`src/rtl/fetch_buf.sv`:
```
// IF/ID boundary buffer: a DEPTH-entry FIFO of (pc, inst) in front of the ID output register,
// so fetch keeps running while decode is stalled until the queue fills.
module fetch_buf #(
    parameter int unsigned ADDR_W    = 32,
    parameter int unsigned INST_W    = 32,
    parameter int unsigned DEPTH     = 4,
    parameter int unsigned OUT_STAGE = 2,
    parameter int unsigned CNT_W     = $clog2(DEPTH + 1)
) (
    input  logic              clk,
    input  logic              rst,
    input  logic              flush,
    input  logic [5:0]        stall,
    input  logic              if_valid,
    input  logic [ADDR_W-1:0] if_pc,
    input  logic [INST_W-1:0] if_inst,
    output logic              if_ready,
    output logic              id_valid,
    output logic [ADDR_W-1:0] id_pc,
    output logic [INST_W-1:0] id_inst,
    output logic [CNT_W-1:0]  buf_count
);

    localparam int unsigned PTR_W = (DEPTH > 1) ? $clog2(DEPTH) : 1;

    logic [ADDR_W-1:0] r_pc_mem   [DEPTH];
    logic [INST_W-1:0] r_inst_mem [DEPTH];
    logic [PTR_W-1:0]  r_head;
    logic [PTR_W-1:0]  r_tail;
    logic [CNT_W-1:0]  r_count;
    logic              r_id_valid;
    logic [ADDR_W-1:0] r_id_pc;
    logic [INST_W-1:0] r_id_inst;

    logic w_advance;
    logic w_accept;
    logic w_empty;
    logic w_clear;
    logic w_pop;
    logic w_push;
    logic w_bypass;
    logic w_unused_stall;

    assign w_advance      = ~stall[OUT_STAGE];
    assign w_empty        = (r_count == '0);
    assign if_ready       = (r_count != CNT_W'(DEPTH));
    assign w_accept       = if_valid & if_ready;
    assign w_clear        = rst | flush;
    assign w_pop          = w_advance & ~w_empty;
    // Bypass only when nothing is queued, so an incoming word can never overtake the queue.
    assign w_bypass       = w_advance & w_empty & w_accept;
    assign w_push         = w_accept & ~w_bypass;
    assign w_unused_stall = ^stall;

    always_ff @(posedge clk) begin
        if (!w_clear && w_push) begin
            r_pc_mem[r_tail]   <= if_pc;
            r_inst_mem[r_tail] <= if_inst;
        end
    end

    always_ff @(posedge clk) begin
        if (w_clear) begin
            r_head     <= '0;
            r_tail     <= '0;
            r_count    <= '0;
            r_id_valid <= 1'b0;
            r_id_pc    <= '0;
            r_id_inst  <= '0;
        end else begin
            if (w_push) begin
                r_tail <= r_tail + PTR_W'(1);
            end
            if (w_pop) begin
                r_head <= r_head + PTR_W'(1);
            end
            if (w_push && !w_pop) begin
                r_count <= r_count + CNT_W'(1);
            end else if (w_pop && !w_push) begin
                r_count <= r_count - CNT_W'(1);
            end

            if (w_advance) begin
                if (w_pop) begin
                    r_id_valid <= 1'b1;
                    r_id_pc    <= r_pc_mem[r_head];
                    r_id_inst  <= r_inst_mem[r_head];
                end else if (w_bypass) begin
                    r_id_valid <= 1'b1;
                    r_id_pc    <= if_pc;
                    r_id_inst  <= if_inst;
                end else begin
                    r_id_valid <= 1'b0;
                    r_id_pc    <= '0;
                    r_id_inst  <= '0;
                end
            end
        end
    end

    assign id_valid  = r_id_valid;
    assign id_pc     = r_id_pc;
    assign id_inst   = r_id_inst;
    assign buf_count = r_count;

endmodule
```
`config.mk`:
```
export PLATFORM = sky130hd
export DESIGN_NAME = fetch_buf
export DESIGN_NICKNAME = d
export VERILOG_FILES = /design/src/rtl/fetch_buf.sv
export SDC_FILE = /design/constraint.sdc
export NUM_CORES = 1
export LEC_CHECK = 0
export BUFFER_PORTS_ARGS = -buffer_cell sky130_fd_sc_hd__buf_2
export CORE_UTILIZATION = 65
export CTS_BUF_LIST = sky130_fd_sc_hd__clkbuf_4
export CTS_CLUSTER_DIAMETER = 150
export DETAILED_ROUTE_END_ITERATION = 8
export PLACE_DENSITY = 0.84
export REMOVE_ABC_BUFFERS = 1
export SLEW_MARGIN = 15
export SYNTH_ARGS = -nofsm -noshare
export SYNTH_HDL_FRONTEND = slang
export SYNTH_SLANG_ARGS = --single-unit
```
`constraint.sdc`:
```
create_clock -name clk -period 4.05 [get_ports clk]
set_input_delay 0.2025 -clock clk [delete_from_list [all_inputs] [get_ports clk]]
set_output_delay 0.2025 -clock clk [all_outputs]
set_load 0.02 [all_outputs]
```
==> metrics.yaml <==
status:
  status: "finished, final reports clean"
yosys:
  syn_inst: 744
  yosysUniqueCellTypes: 34
  synth_enable_flop_cells: 256
  ys_warn_count: 0
  ys_ff_latch: 330
  ys.flop_type: "edfxtp_1"
  synthArstFlopShare_pct: 0
  netlist_area_sq_um: 13000
  syn-mean-instance-area_sq_um: 17.5
  ys_seq_area_share_pct: 70.6
power:
  max-vdd-ir-drop_v: 0.000377
  power_leakage_nw: 5.30
  powerDensity_nw_per_um2: 462
placed_design:
  numPortBuffers: 137
  dp_cells: 1102
  dp_hpwl_um: 14200
  place.gp.congestion: 0.798
  dpl_worst_slack_ns: 1.73
timing:
  finalCritPeriodShare_pct: 56.3
  hold_viol_final: 0
  fmax_ghz: 0.438
  relSlewSlack_pct: 30.4
  fin_crit_ns: 2.28
  tightestPinTransition_ns: 1.04
  finalClockSkew_ns: 0.0365
  setup_tns_ns: 0
  setup_ws_ns: 1.77
  rsz0062_at_grt: "false"
  setup_viol: 0
  slew_viol_final: 0
layout:
  area_delta_synth_final_pct: 18.6
  final_common_cell: "edfxtp_1"
  final_nets: 1066
  layoutNonFillerInstCount: 1319
  layout-drive-gt1-share_pct: 44.4
  mostFrequentLayoutCells: "256 x edfxtp_1, 137 x buf_2, 127 x clkbuf_4"
routing:
  dr.pass1.iters: 5
  routed_wl_um: 27600
  final_antenna_net_count: 0
  drcViolationCount: 0
  drt_iter0_markers: 490
  wl_per_cell_um: 20.9
  via_count: 7817
  viasPerCell: 5.93
worst_setup_path:
  path_delay_family: "flip-flops"
  cp-start-kind: "flip-flop"
  critical_path_depth: 4
  worstPathArrival_ns: 2.81
  reg2reg_depth: 4
  crit_fanout: 41
  r2r_end: "id_inst[16]"
  cp_num_buf_inv: 1
  cpMaxStageDelayCell: "dfxtp_4"
  max_stage_delay_ns: 0.91
  critPathKind: "flip-flop to flip-flop"
  required_ns: 4.58
  worstPathCellList: "buf_4, mux4_2, nor2_2, nor3_2"
  r2r_slack_ns: 1.77
  end_kind: "flip-flop"
cts:
  insertion_delay_ns: 0.67
  cts-resized-gates: 0
  cts_buffers: 79
  cts.sinks: 330
  tritoncts: "built"
  cts_root_buffer: "clkbuf_4"
  htree_levels: 3
  clk_path_buf_depth: 3
  clk_pin_slew_ns: 0.07
floorplanning:
  rows: 51
  io-pin-count: 143
  die_h_um: 143
  die_area_sq_um: 20600
  start_util_pct: 66.5
  core_area_sq_um: 19500
  fp.dieW_um: 143
min_path:
  hold_end: "r_tail[0]"
  hold-path-cell-count: 4
  hold_start: "if_valid"
  min_path_type: "input pin to flip-flop"
global_routing:
  grt_pass1_wl_um: 42000
  use_met3_pct: 5.90
  grt_antenna_before_repair: 1
  use_met2_pct: 45.6
  grt_use_met1_pct: 36.7
  grt_max_degree: 66
  grt-ovfl-total: 0
  top_usage_layer: "met2"
  grtUsageTotal_pct: 27.6
  grt_pass1_vias: 8204
job:
  cap_viol_max_count: 0
[synth_stat cells (4+ instances only)]
master	n	area share, %
mux4_1	4	0.81
nor3_1	4	0.15
dfxtp_1	74	11
nor3_2	61	4.7
and3_1	4	0.19
nor2_2	61	2.9
mux4_2	60	10
ha_1	5	0.48
buf_2	15	0.58
buf_12	11	1.7
clkbuf_1	21	0.61
inv_1	4	0.12
nor2_1	12	0.35
a21oi_1	66	2.5
o21ai_0	64	2.5
edfxtp_1	256	59
[cells by family after synthesis]
logic type,after synthesis,share of synthesized area [%]
DFF,330,70.6
and+or+nand+nor,149,8.67
AOI/OAI and AO/OA,133,5.20
muxes,65,11.3
buffers and inverters,56,3.27
adders and majority gates,6,0.636
xor gates and xnor gates,5,0.337
[state kept, by name, indices dropped and copies added (netlist names), named ones only]
signal / count
id_inst: 32
buf_count: 3
id_valid: 1
r_tail: 2
r_head: 2
r_pc_mem: 128
id_pc: 32
r_inst_mem: 128
[worst register-to-register path: stages, from the launching register on]
cell and delay [ns]:
dfxtp_4 0.91, buf_4 0.47, mux4_2 0.57, nor2_2 0.13
nor3_2 0.07
[per-layer routing]
| metal | up-vias | wire (um) |
|---|---|---|
| met1 | 3966 | 11000 |
| met5 | - | 0 |
| met2 | 379 | 14000 |
| met4 | 0 | 448 |
| li1 | 3432 | - |
| met3 | 40 | 2050 |
[worst max-delay path by stage]
stage | endpoint | slack [ns]
floorplan | id_inst[3] | 0.41
global placement | id_pc[10] | 1.74
detailed placement | id_inst[16] | 1.73
CTS | id_inst[16] | 1.68
global route | id_pc[14] | 1.58
finish | id_inst[16] | 1.77
[metrics by stage]
step | hold slack, ns | total power, W | utilization, % | area [sq um]
floorplan | 0.301 | 0.00421 | - | 12600
global placement | 0.427 | 0.00441 | 70.1 | 13700
detailed placement | 0.435 | 0.00445 | 70.1 | 13700
CTS | 0.0993 | 0.00717 | 78.9 | 15400
global route | 0.125 | 0.00740 | 78.9 | 15400
finish | 0.134 | 0.00712 | 78.9 | 15400
[power by group]
group,switching [W],total [W],internal [W]
combinational,0.000417,0.000673,0.000257
clock,0.00127,0.00269,0.00143
sequential,0.0000450,0.00376,0.00371
[area by class of cell]
| class | count | area (sq um) |
|---|---|---|
| Antenna cell | 1 | 2.50 |
| Clock buffer | 127 | 953 |
| Clock inverter | 21 | 80.1 |
| Fill cell | 1117 | 4120 |
| Inverter | 5 | 18.8 |
| Multi-Input combinational cell | 358 | 3420 |
| Sequential cell | 330 | 9180 |
| Tap cell | 265 | 332 |
| Timing Repair Buffer | 212 | 1420 |
[repair_timing]
action                    in CTS  in global routing
hold endpoints to repair     329                  0
setup buffers                  0                  0
hold buffers                  68                  0
Power figures use the tool's default switching activity.
